[config.mk]
export PLATFORM = sky130hd
export DESIGN_NAME = control_registro4
export DESIGN_NICKNAME = d
export VERILOG_FILES = /design/src/rtl/reg4_pkg.sv /design/src/rtl/ctl_nib_sel.sv /design/src/rtl/control_registro4.sv
export SDC_FILE = /design/constraint.sdc
export NUM_CORES = 1
export LEC_CHECK = 0
export ABC_AREA = 1
export BUFFER_PORTS_ARGS = -buffer_cell sky130_fd_sc_hd__buf_2
export CAP_MARGIN = 30
export CORE_ASPECT_RATIO = 2
export CORE_MARGIN = 3
export CORE_UTILIZATION = 40
export DETAILED_ROUTE_END_ITERATION = 10
export PLACE_DENSITY = 0.71
export SYNTH_ARGS = -nofsm -noshare
export SYNTH_HDL_FRONTEND = slang
export SYNTH_SLANG_ARGS = --single-unit
[constraint.sdc]
create_clock -name CLK -period 1.5 [get_ports CLK]
set_input_delay 0.3 -clock CLK [delete_from_list [all_inputs] [get_ports CLK]]
set_output_delay 0.3 -clock CLK [all_outputs]
set_load 0.05 [all_outputs]
[src/rtl/reg4_pkg.sv]
// Shared encodings for the registro4 sequencer: registro4 mode/direction codes,
// controller states and a counter-width helper.
package reg4_pkg;

  typedef enum logic [1:0] {
    MODO_SHIFT = 2'b00,
    MODO_ROT   = 2'b01,
    MODO_LOAD  = 2'b10
  } modoT;

  // DIR_MSB shifts toward Q3 (S_OUT=Q3); DIR_LSB shifts toward Q0 (S_OUT=Q0).
  typedef enum logic {
    DIR_MSB = 1'b0,
    DIR_LSB = 1'b1
  } dirT;

  typedef enum logic [1:0] {
    IDLE,
    LOAD,
    SHIFT,
    FLUSH
  } ctlStateT;

  function automatic int unsigned cntWidth(input int unsigned n);
    return (n > 1) ? $clog2(n) : 1;
  endfunction

endpackage

[src/rtl/ctl_nib_sel.sv]
// Nibble multiplexer: picks the nibble to load from the held word, walking
// from the top nibble down when MSB-first and from nibble 0 up otherwise.
module ctl_nib_sel
  import reg4_pkg::*;
#(
  parameter int unsigned NIB = 4
) (
  input  logic [4*NIB-1:0]          word,
  input  logic [cntWidth(NIB)-1:0]  nibCnt,
  input  logic                      msbFirst,
  output logic [3:0]                nib
);

  int unsigned idx;

  always_comb begin
    idx = msbFirst ? (NIB - 1 - 32'(nibCnt)) : 32'(nibCnt);
    nib = '0;
    for (int unsigned i = 0; i < NIB; i++) begin
      if (idx == i) nib = word[4*i +: 4];
    end
  end

endmodule

[src/rtl/control_registro4.sv]
// Parallel-to-serial sequencer for the registro4 universal shift register:
// accepts a word by valid/ready, loads it nibble by nibble and shifts it out.
module control_registro4
  import reg4_pkg::*;
#(
  parameter int unsigned NIB = 4
) (
  input  logic             CLK,
  input  logic             RST_N,
  input  logic             REQ_VALID,
  output logic             REQ_READY,
  input  logic [4*NIB-1:0] REQ_DATA,
  input  logic             REQ_MSB,
  input  logic             SER_STALL,
  output logic             SER_BIT,
  output logic             SER_VALID,
  output logic             DONE,
  output logic             SR_ENB,
  output logic             SR_DIR,
  output logic [1:0]       SR_MODO,
  output logic [3:0]       SR_D,
  output logic             SR_SIN,
  input  logic             SR_SOUT
);

  localparam int unsigned   W        = 4 * NIB;
  localparam int unsigned   CW       = cntWidth(NIB);
  localparam logic [CW-1:0] LAST_NIB = CW'(NIB - 1);

  ctlStateT      state;
  logic [W-1:0]  wordHeld;
  dirT           dirHeld;
  logic [CW-1:0] nibCnt;
  logic [1:0]    shCnt;
  logic          readyReg;
  logic          serValidReg;
  logic          doneReg;
  logic [3:0]    curNib;

  ctl_nib_sel #(.NIB(NIB)) uNibSel (
    .word     (wordHeld),
    .nibCnt   (nibCnt),
    .msbFirst (dirHeld == DIR_MSB),
    .nib      (curNib)
  );

  // readyReg is held low through reset and rises on the first edge after
  // release, so it can only be high while the state is IDLE.
  always_ff @(posedge CLK or negedge RST_N) begin
    if (!RST_N) begin
      state       <= IDLE;
      wordHeld    <= '0;
      dirHeld     <= DIR_MSB;
      nibCnt      <= '0;
      shCnt       <= '0;
      readyReg    <= 1'b0;
      serValidReg <= 1'b0;
      doneReg     <= 1'b0;
    end else begin
      readyReg    <= 1'b0;
      serValidReg <= 1'b0;
      doneReg     <= 1'b0;
      case (state)
        IDLE: begin
          if (REQ_VALID && readyReg) begin
            wordHeld <= REQ_DATA;
            dirHeld  <= REQ_MSB ? DIR_MSB : DIR_LSB;
            nibCnt   <= '0;
            state    <= LOAD;
          end else begin
            readyReg <= 1'b1;
          end
        end
        LOAD: begin
          if (!SER_STALL) begin
            shCnt <= '0;
            state <= SHIFT;
          end
        end
        SHIFT: begin
          if (!SER_STALL) begin
            serValidReg <= 1'b1;
            shCnt       <= shCnt + 2'd1;
            if (shCnt == 2'd3) begin
              if (nibCnt == LAST_NIB) begin
                doneReg <= 1'b1;
                state   <= FLUSH;
              end else begin
                nibCnt <= nibCnt + CW'(1);
                state  <= LOAD;
              end
            end
          end
        end
        FLUSH: begin
          readyReg <= 1'b1;
          state    <= IDLE;
        end
      endcase
    end
  end

  always_comb begin
    SR_ENB  = 1'b0;
    SR_MODO = MODO_SHIFT;
    SR_D    = '0;
    case (state)
      LOAD: begin
        SR_ENB  = !SER_STALL;
        SR_MODO = MODO_LOAD;
        SR_D    = curNib;
      end
      SHIFT: SR_ENB = !SER_STALL;
      default: ;
    endcase
  end

  assign SR_DIR    = dirHeld;
  assign SR_SIN    = 1'b0;
  assign SER_BIT   = SR_SOUT;
  assign SER_VALID = serValidReg;
  assign DONE      = doneReg;
  assign REQ_READY = readyReg;

endmodule

==> results of run 1 <==
[through the flow]
step / hold WS, ns / total power, W
final: 0.00270 / 0.00550
after floorplan: 0.00441 / 0.00324
after global placement: 0.332 / 0.00382
after CTS: 0.0281 / 0.00501
after detailed placement: 0.332 / 0.00388
after global routing: 0.0395 / 0.00586
[repair_timing]
| item | in CTS | in global routing |
|---|---|---|
| endpoints found under the setup margin | 7 | 12 |
| buffers inserted | 6 | 5 |
| pin swaps | 5 | 21 |
| gates resized for setup | 28 | 39 |
[final cells by class]
cell class	count	area, um^2
clock buffer	3	41.3
clock inverter	1	30.0
fill	267	1210
inverter	21	96.3
multi-input combinational	110	890
sequential	26	654
tap	32	40.0
timing repair buffer	56	420
[state kept, by name (all words and copies together), names as in the netlist]
name       count
shCnt          2
REQ_READY      1
DONE           1
SER_VALID      1
wordHeld      16
nibCnt         2
SR_DIR         1
state          2
[path summary, 6_finish.rpt]
| path | startpoint | end | depth (start not counted) | slack (ns) |
|---|---|---|---|---|
| max reg2reg | state[0] | state[1] | 10 | -0.03 |
| max | SR_DIR | SR_D[0] | 7 | -0.51 |
| min reg2reg | shCnt[0] | shCnt[0] | 1 | 0.50 |
| max in group asynchronous | RST_N | SR_DIR | 1 | 1.05 |
| min in group CLK | REQ_MSB | SR_DIR | 2 | 0.22 |
| min | RST_N | wordHeld[12] | 1 | 0.003 |
[power by group]
part | total [W] | switching [W] | internal, W
Sequential | 0.00125 | 0.000241 | 0.00101
Combinational | 0.00366 | 0.00213 | 0.00153
Clock | 0.000584 | 0.000227 | 0.000357
Total | 0.00550 | 0.00259 | 0.00290
[routing by layer]
layer | GRT usage [%] | wire (um)
met5 | 0 | 0
met3 | 3.01 | 146
met2 | 29.6 | 2230
met4 | 7.64 | 101
met1 | 20.0 | 1180
[logic make-up (layout without fill, tap and decap cells)]
| logic type | count (synthesis) | in the layout | share of synthesized area, % |
|---|---|---|---|
| buffers and inverters | 26 | 81 | 8.49 |
| AND/OR/NAND/NOR | 65 | 65 | 22.3 |
| multiplexers | 8 | 8 | 6.90 |
| adder cells (fa/ha/maj) | 7 | 7 | 6.19 |
| AO/OA/AOI/OAI | 28 | 28 | 9.90 |
| flip-flops | 26 | 26 | 46.0 |
| other | 1 | 2 | 0.265 |
[synthesized netlist by cell type (all sizes together)]
master and number:
nor2 14, a21oi 16, buf 5, inv 21, nand2 40, mux2 8
nand3 11, conb 1, dfrtp 26, ha 7, o21ai 12
==> impl_metrics.env, run 1 <==
export IMPL_synthesis_instances=161
export IMPL_placement_rows=30
export IMPL_netlist_cell_type_count=21
export IMPL_antenna_cells_inserted=0
export IMPL_clock_sinks=26
export IMPL_worstPathMaxFanout=8
export IMPL_finish_cell_count_without_fillers=249
export IMPL_grt_pass1_wl_mm=5.60
export IMPL_post_route_cell_area_um2=2170
export IMPL_share_of_the_core_filled_with_cells_in_the_final_layout_pct=64.3
export IMPL_fin_skew_ns=0.0121
export IMPL_detailed_place_hpwl_mm=2.39
export IMPL_placement_setup_worst_slack_ns=-0.241
export IMPL_fin_tns_setup_ns=-2.34
export IMPL_cts_buffers_inserted=3
export IMPL_synthesis_to_layout_area_growth_pct=53.5
export IMPL_globalRoute_totalOverflow=0
export IMPL_postPlaceCellArea_um2=1790
export IMPL_highest_count_cells_in_the_layout_ignoring_fill_and_taps="dfrtp_1, nand2_1, buf_2, buf_4"
export IMPL_routed_wl_mm=3.66
export IMPL_yosysSeqAreaShare_pct=46.0
export IMPL_synth_area_leader_cell="dfrtp_1"
export IMPL_synth_top_cell_area_share_pct=46.0
export IMPL_buffer_ports_inserted=30
export IMPL_cp_cell_sequence="inv_4 > nand2_4 > nand2_8 > nand3_4 > o21ai_4 > a21oi_4 > buf_6"
export IMPL_firstDrtPassIters=4
export IMPL_drt_antenna_violating_nets=0
export IMPL_post_synth_main_area_contributors="dfrtp_1, nand2_1, ha_1"
export IMPL_post_cts_hold_buffers=0
export IMPL_clk_transition_reported_paths_ns=0.10
export IMPL_cpPeakStageDelay_ns=0.52
export IMPL_cp_arrival_ns=1.71
export IMPL_dr_total_vias=1260
export IMPL_die_w_um=48.1
export IMPL_avgRoutedWirePerCell_um=14.7
export IMPL_worstMarginPinSlew_ns=0.569
export IMPL_critical_path_n_buffers_inverters=2
export IMPL_clock_tree_from_tritoncts="yes"
export IMPL_core_area_um2=3380
export IMPL_ir_worst_vdd_uv=1930
export IMPL_gp_routability_congestion=0.744
export IMPL_vias_in_the_first_global_route=1296
export IMPL_vias_per_cell=5.06
export IMPL_timing_hold_worst_class="input pin to async pin"
export IMPL_nature_of_the_critical_path_endpoint="output port"
export IMPL_grt_total_usage_pct=17.6
export IMPL_die_area_um2=4330
export IMPL_power_density_nw_per_um2=2530
export IMPL_die_y_um=90.1
export IMPL_drive_above_1_share_pct=53.9
export IMPL_ys_warn_count=0
export IMPL_failed_checks="negative setup slack"
export IMPL_crit_type="flop to output port"
export IMPL_finalSetupViolCount=9
export IMPL_layout_nets=247
export IMPL_drv_slew=0
export IMPL_layout_worst_path_cycle_share_pct=134
export IMPL_detailed_route_drc_error_count=0
export IMPL_crit_family="flip-flops"
export IMPL_clk_path_buf_depth=2
export IMPL_initial_core_util_pct=41.9
export IMPL_drv_max_cap_violation_count=0
export IMPL_synth_cell_area_um2=1420
export IMPL_fmaxAchievable_mhz=496
export IMPL_post_route_min_period_ns=2.01
export IMPL_worstPathRequired_ns=1.20
export IMPL_max_slew_headroom_pct=62.1
export IMPL_design_portCount=35
export IMPL_ys_seq_elements=26
export IMPL_dpl_cell_count=234
export IMPL_power_leakage_nw=1.06
export IMPL_hold_violations=0
export IMPL_grt_start_max_net_pins=27
export IMPL_grt_antenna_before_repair=0
export IMPL_root_buffer="clkbuf_8"
export IMPL_cp_start_kind="flop"
export IMPL_clk_latency_ns=0.28
export IMPL_detail_route_iter0_violations=31
export IMPL_syn_mean_instance_area_um2=8.79
export IMPL_worst_path_max_delay_cell="dfrtp_4"
export IMPL_setup_ws_ns=-0.515
export IMPL_cts_htree_levels=1
export IMPL_setup_repair_after_global_routing_missed_its_margin="true"
export IMPL_status="finished, violations left"
No activity file was read; power rests on OpenSTA's default activity.
==> inputs of run 2 (changes only) <==
BUFFER_PORTS_ARGS = default   (was -buffer_cell sky130_fd_sc_hd__buf_2)
DONT_BUFFER_PORTS = 1   (was default)
PLACE_DENSITY = 0.62   (was 0.71)
==> run 2 against run 1 <==
Net effect:
- the flow still finishes with violations (negative setup slack)
- combinational power down 9.6%
- count of clock-buffer cells in the layout up 1
- die area unchanged
==> impl_metrics.env, run 2 (synthesized netlist as in run 1, its figures left out) <==
export IMPL_crit_family="flip-flops"
export IMPL_clk_transition_reported_paths_ns=0.09
export IMPL_dpl_cell_count=208
export IMPL_highest_count_cells_in_the_layout_ignoring_fill_and_taps="nand2_1, dfrtp_1, buf_4, inv_1"
export IMPL_fin_tns_setup_ns=-1.87
export IMPL_initial_core_util_pct=41.9
export IMPL_ir_worst_vdd_uv=1440
export IMPL_placement_rows=30
export IMPL_nature_of_the_critical_path_endpoint="output port"
export IMPL_timing_hold_worst_path_depth=1
export IMPL_dr_total_vias=1136
export IMPL_critical_path_n_buffers_inverters=3
export IMPL_share_of_the_core_filled_with_cells_in_the_final_layout_pct=57.4
export IMPL_r2r_slack_ns=0.09
export IMPL_power_switching_w=0.00228
export IMPL_pwr_share_clk_pct=8.1
export IMPL_combPwrFrac_pct=67.0
export IMPL_cp_common_cell="buf_12"
export IMPL_top_register="wordHeld"
export IMPL_detailed_place_hpwl_mm=2.37
export IMPL_clk_latency_ns=0.26
export IMPL_drt_antenna_violating_nets=0
export IMPL_grt_most_used_layer="met2"
export IMPL_cp_cell_sequence="inv_4 > nand2_4 > nand2_8 > nand3_4 > buf_12 > a21oi_4 > buf_12"
export IMPL_vias_in_the_first_global_route=1182
export IMPL_clock_sinks=26
export IMPL_routed_wl_mm=3.09
export IMPL_grt_start_max_net_pins=27
export IMPL_firstDrtPassIters=5
export IMPL_grt_total_usage_pct=15.4
export IMPL_finish_cell_count_without_fillers=222
export IMPL_vias_per_cell=5.12
export IMPL_layout_nets=220
export IMPL_antenna_cells_inserted=0
export IMPL_die_y_um=90.1
export IMPL_power_density_nw_per_um2=2550
export IMPL_worst_path_max_delay_cell="dfrtp_4"
export IMPL_worstPathMaxFanout=7
export IMPL_drv_slew=0
export IMPL_sequential_cell_fraction_of_total_power_pct=24.8
export IMPL_placement_setup_worst_slack_ns=-0.156
export IMPL_avgRoutedWirePerCell_um=13.9
export IMPL_met1_usage_grt_pct=14.4
export IMPL_grt_util_met3_pct=3.21
export IMPL_worstPathRequired_ns=1.20
export IMPL_cts_buffers_inserted=3
export IMPL_core_area_um2=3380
export IMPL_crit_type="flop to output port"
export IMPL_fmaxAchievable_mhz=513
export IMPL_setup_repair_after_global_routing_missed_its_margin="true"
export IMPL_detailed_route_drc_error_count=0
export IMPL_buffer_ports_inserted=0
export IMPL_met2_usage_pct=29.0
export IMPL_failed_checks="negative setup slack"
export IMPL_clock_tree_from_tritoncts="yes"
export IMPL_netSwitchingFraction_pct=46.2
export IMPL_layout_commonest_cell="nand2_1"
export IMPL_rr_endpoint="state[1]"
export IMPL_globalRoute_totalOverflow=0
export IMPL_min_from="REQ_MSB"
export IMPL_root_buffer="clkbuf_8"
export IMPL_fin_skew_ns=0.00300
export IMPL_post_route_min_period_ns=1.95
export IMPL_cpPeakStageDelay_ns=0.53
export IMPL_hold_violations=0
export IMPL_timing_hold_worst_class="input pin to flop"
export IMPL_largest_reg_flops=16
export IMPL_cts_htree_levels=1
export IMPL_drive_above_1_share_pct=37.4
export IMPL_cp_arrival_ns=1.65
export IMPL_setup_ws_ns=-0.449
export IMPL_worst_r2r_startpoint="state[0]"
export IMPL_synthesis_to_layout_area_growth_pct=37.1
export IMPL_finalSetupViolCount=5
export IMPL_die_w_um=48.1
export IMPL_gp_routability_congestion=0.817
export IMPL_design_portCount=35
export IMPL_worst_r2r_cell_count=8
export IMPL_die_area_um2=4330
export IMPL_layout_worst_path_cycle_share_pct=130
export IMPL_drv_max_cap_violation_count=0
export IMPL_grt_antenna_before_repair=0
export IMPL_crit_start="SR_DIR"
export IMPL_internal_power_w=0.00266
export IMPL_power_leakage_nw=0.927
export IMPL_status="finished, violations left"
export IMPL_clk_path_buf_depth=2
export IMPL_detail_route_iter0_violations=21
export IMPL_grt_pass1_wl_mm=4.96
export IMPL_hold_path_end="SR_DIR"
export IMPL_cp_start_kind="flop"
## run 2: metal layers
| layer | vias to the layer above | share of wire [%] |
|---|---|---|
| met5 | - | 0 |
| met4 | 0 | 1.4 |
| met3 | 4 | 3.3 |
| met2 | 18 | 61 |
| met1 | 547 | 35 |
| li1 | 567 | - |
## run 2: how the worst max path moves through the flow
stage	endpoint	slack, ns	cells past startpoint
global placement	SR_D[1]	-0.12	7
finish	SR_D[1]	-0.45	7
floorplan	SR_D[2]	-0.18	7
global route	SR_D[1]	-0.52	7
CTS	SR_D[1]	-0.45	8
detailed placement	SR_D[1]	-0.16	7
## run 2: per-stage QoR
stage / power (W) / hold slack [ns] / instance area (um^2)
finish: 0.00494 / 0.140 / 1940
global route: 0.00530 / 0.148 / 1940
CTS: 0.00482 / 0.147 / 1870
detailed placement: 0.00423 / 0.00532 / 1750
global placement: 0.00413 / 0.00519 / 1750
floorplan: 0.00324 / 0.00441 / 1530
## run 2: cell type report
class	instances	area [um^2]
Fill cell	308	1440
Multi-Input combinational cell	110	796
Sequential cell	26	654
Timing Repair Buffer	29	319
Inverter	21	86.3
Clock buffer	4	45.0
Tap cell	32	40.0
## run 2: timing repair
item / 4_1_cts / 5_1_grt
pin swaps: 3 / 8
buffers inserted: 3 / 6
hold buffers: 2 / 0
endpoints found under the hold margin: 26 / 0
setup endpoints to repair: 13 / 16
gates resized for setup: 9 / 9
## run 2: power by group through the flow
| stage | Sequential (W) | Clock, W | Combinational [W] |
|---|---|---|---|
| 2_1_floorplan | 0.00130 | 0 | 0.00195 |
| 3_3_place_gp | 0.00123 | 0 | 0.00290 |
| 3_5_place_dp | 0.00124 | 0 | 0.00298 |
| 4_1_cts | 0.00123 | 0.000413 | 0.00318 |
| 5_1_grt | 0.00127 | 0.000446 | 0.00358 |
| 6_report | 0.00123 | 0.000402 | 0.00331 |
==> inputs of run 3 (changes only) <==
ABC_AREA = default   (was 1)
==> run 3 against run 2 <==
Net effect:
- total power is 18% higher
- final cell count fell by 5.9%
- global-route usage rose by 4.3 points
- critical endpoint unchanged
- sequential power grew 15%
- synthesized cell count is 22% lower
- fmax shrank 4.8%
- setup slack got worse by 0.098 ns
- clock skew decreased by 0.0015 ns
- the flow still finishes with violations (negative setup slack)
- via count is 6.0% higher
- first-iteration DRC count rose by 24%
- count of clock-buffer cells in the layout shrank 1
- non-clock buffer count rose by 7
- critical path type unchanged
==> impl_metrics.env, run 3 <==
export IMPL_status="finished, violations left"
export IMPL_failed_checks="negative setup slack"
export IMPL_drv_max_cap_violation_count=0
export IMPL_drive_above_1_share_pct=60.2
export IMPL_layout_worst_path_cycle_share_pct=136
export IMPL_fin_tns_setup_ns=-2.36
export IMPL_worstPathMaxFanout=6
export IMPL_clock_tree_from_tritoncts="yes"
export IMPL_largest_reg_flops=16
export IMPL_fin_hold_ws_ns=0.159
export IMPL_post_route_min_period_ns=2.05
export IMPL_totalPowerFinal_w=0.00582
export IMPL_vias_per_cell=5.76
export IMPL_root_buffer="clkbuf_8"
export IMPL_min_from="REQ_DATA[15]"
export IMPL_nature_of_the_critical_path_endpoint="output port"
export IMPL_yosysSeqAreaShare_pct=44.1
export IMPL_fin_skew_ns=0.00148
export IMPL_synthMostInstantiatedCell="dfrtp_1"
export IMPL_ys_seq_elements=26
export IMPL_clk_path_buf_depth=2
export IMPL_dpl_cell_count=187
export IMPL_design_portCount=35
export IMPL_vias_in_the_first_global_route=1298
export IMPL_die_y_um=91.9
export IMPL_cts_htree_levels=1
export IMPL_cp_arrival_ns=1.75
export IMPL_worst_r2r_cell_count=8
export IMPL_power_leakage_nw=0.952
export IMPL_crit_family="flip-flops"
export IMPL_globalRoute_totalOverflow=0
export IMPL_clock_sinks=26
export IMPL_ys_warn_count=0
export IMPL_top_register="wordHeld"
export IMPL_firstDrtPassIters=2
export IMPL_synth_area_leader_cell="dfrtp_1"
export IMPL_detail_route_iter0_violations=26
export IMPL_drv_slew=0
export IMPL_netlist_cell_type_count=42
export IMPL_critical_path_n_buffers_inverters=2
export IMPL_clk_transition_reported_paths_ns=0.09
export IMPL_synth_async_sr_flop_share_pct=100
export IMPL_setup_ws_ns=-0.547
export IMPL_finalSetupViolCount=9
export IMPL_crit_type="flop to output port"
export IMPL_die_w_um=48.9
export IMPL_worstPathRequired_ns=1.20
export IMPL_finish_cell_count_without_fillers=209
export IMPL_timing_hold_worst_path_depth=1
export IMPL_cp_cell_sequence="buf_6 > and2b_1 > a211oi_1 > a2111oi_4 > clkbuf_16"
export IMPL_worst_r2r_startpoint="state[0]"
export IMPL_synthTopCellsByCount="dfrtp_1, mux2_2, ha_1, o21ai_0, mux2i_1"
export IMPL_die_area_um2=4500
export IMPL_rr_endpoint="state[0]"
export IMPL_timing_hold_worst_class="input pin to flop"
export IMPL_clk_latency_ns=0.27
export IMPL_cts_buffers_inserted=3
export IMPL_synthesis_instances=126
export IMPL_post_synth_main_area_contributors="dfrtp_1, mux2_2, ha_1"
export IMPL_grt_total_usage_pct=19.7
export IMPL_antenna_cells_inserted=0
export IMPL_synth_cell_area_um2=1480
export IMPL_fmaxAchievable_mhz=489
export IMPL_core_area_um2=3450
export IMPL_placement_rows=30
export IMPL_detailed_route_drc_error_count=0
export IMPL_initial_core_util_pct=42.7
export IMPL_synthFlopType="dfrtp_1"
export IMPL_routed_wl_mm=4.46
export IMPL_hold_path_end="wordHeld[15]"
export IMPL_layout_commonest_cell="dfrtp_1"
export IMPL_gp_routability_congestion=0.941
export IMPL_drt_antenna_violating_nets=0
export IMPL_highest_count_cells_in_the_layout_ignoring_fill_and_taps="dfrtp_1, buf_4, mux2_2, buf_6, mux2i_1"
export IMPL_dr_total_vias=1204
export IMPL_avgRoutedWirePerCell_um=21.3
export IMPL_grt_start_max_net_pins=27
export IMPL_buffer_ports_inserted=0
export IMPL_r2r_slack_ns=-0.05
export IMPL_share_of_the_core_filled_with_cells_in_the_final_layout_pct=65.4
export IMPL_detailed_place_hpwl_mm=2.68
export IMPL_synthesis_to_layout_area_growth_pct=53.0
export IMPL_layout_nets=191
export IMPL_setup_repair_after_global_routing_missed_its_margin="true"
export IMPL_worst_path_max_delay_cell="dfrtp_2"
export IMPL_power_density_nw_per_um2=2580
export IMPL_cpPeakStageDelay_ns=0.48
export IMPL_syn_mean_instance_area_um2=11.7
export IMPL_synth_enable_flop_cells=0
export IMPL_cp_start_kind="flop"
export IMPL_grt_pass1_wl_mm=6.71
export IMPL_synth_top_cell_area_share_pct=44.1
export IMPL_ir_worst_vdd_uv=1680
export IMPL_hold_violations=0
export IMPL_grt_antenna_before_repair=0
[run 3: cell count changes in the layout (fill, tap and decap cells not counted), sizes merged, moves of 5 or more]
cell,change
mux2,+10
nor2,-10
a21oi,-13
nand2,-36
inv,-18
o21ai,-5
nand3,-6
mux2i,+6
buf,+6
[run 3: logic make-up (layout without fill, tap and decap cells)]
logic type / count (synthesis) / count (layout) / synth area share (%)
flops: 26 / 26 / 44.1
simple gates: 26 / 28 / 10.4
other cells: 1 / 2 / 0.254
fa+ha+maj: 7 / 7 / 5.94
buf+inv: 11 / 43 / 5.43
mux: 24 / 24 / 17.8
compound gates: 31 / 31 / 16.0
[run 3: repair_timing]
item,4_1_cts,5_1_grt
hold buffers,2,0
endpoints found under the setup margin,17,20
pin swaps,10,9
endpoints found under the hold margin,26,0
setup buffers,12,3
cloned,1,1
gates resized for setup,30,26
[run 3: cell type report]
| class | instances | area [um^2] |
|---|---|---|
| inverters | 3 | 13.8 |
| clock buffers | 3 | 41.3 |
| clock inverters | 1 | 30.0 |
| well taps | 48 | 60.1 |
| repair buffers | 36 | 402 |
| multi-input cells | 92 | 1050 |
| fillers | 268 | 1200 |
| flip-flops and latches | 26 | 656 |
[run 3: worst max path at each step]
stage,from,to,slack (ns),cells after the start
final,nibCnt[0],SR_D[1],-0.55,5
after global routing,nibCnt[0],SR_D[1],-0.59,4
after CTS,nibCnt[0],SR_D[0],-0.53,5
after detailed placement,nibCnt[0],SR_D[1],-0.38,4
after global placement,nibCnt[0],SR_D[3],-0.32,4
after floorplan,SR_DIR,SR_D[0],-0.46,4
[run 3: metal layers]
| layer | up-vias | track usage (%) | routed length (um) |
|---|---|---|---|
| met5 | - | 0 | 0 |
| met4 | 0 | 9.98 | 161 |
| met3 | 14 | 3.74 | 120 |
| met2 | 30 | 38.6 | 2730 |
| met1 | 623 | 18.5 | 1450 |
| li1 | 537 | - | - |
[run 3: report_power, final]
| part | switching (W) | internal, W | leakage (nW) |
|---|---|---|---|
| Clock | 0.000222 | 0.000357 | 0.0357 |
| Sequential | 0.000386 | 0.00103 | 0.319 |
| Combinational | 0.00183 | 0.00199 | 0.597 |
[run 3: worst register-to-register path, cell delays in order (launching register included)]
cell and delay, ns:
dfrtp_2 0.41, buf_6 0.12, inv_4 0.04, buf_6 0.11, ha_4 0.19, buf_6 0.13, nand2b_4 0.09, and3_4 0.20
mux2i_1 0.19
[run 3: per-stage QoR]
stage | worst slack (ns) | instance area [um^2]
after floorplan | -0.465 | 1600
after global placement | -0.325 | 1790
final | -0.547 | 2260
after CTS | -0.527 | 2120
after global routing | -0.586 | 2260
after detailed placement | -0.383 | 1790
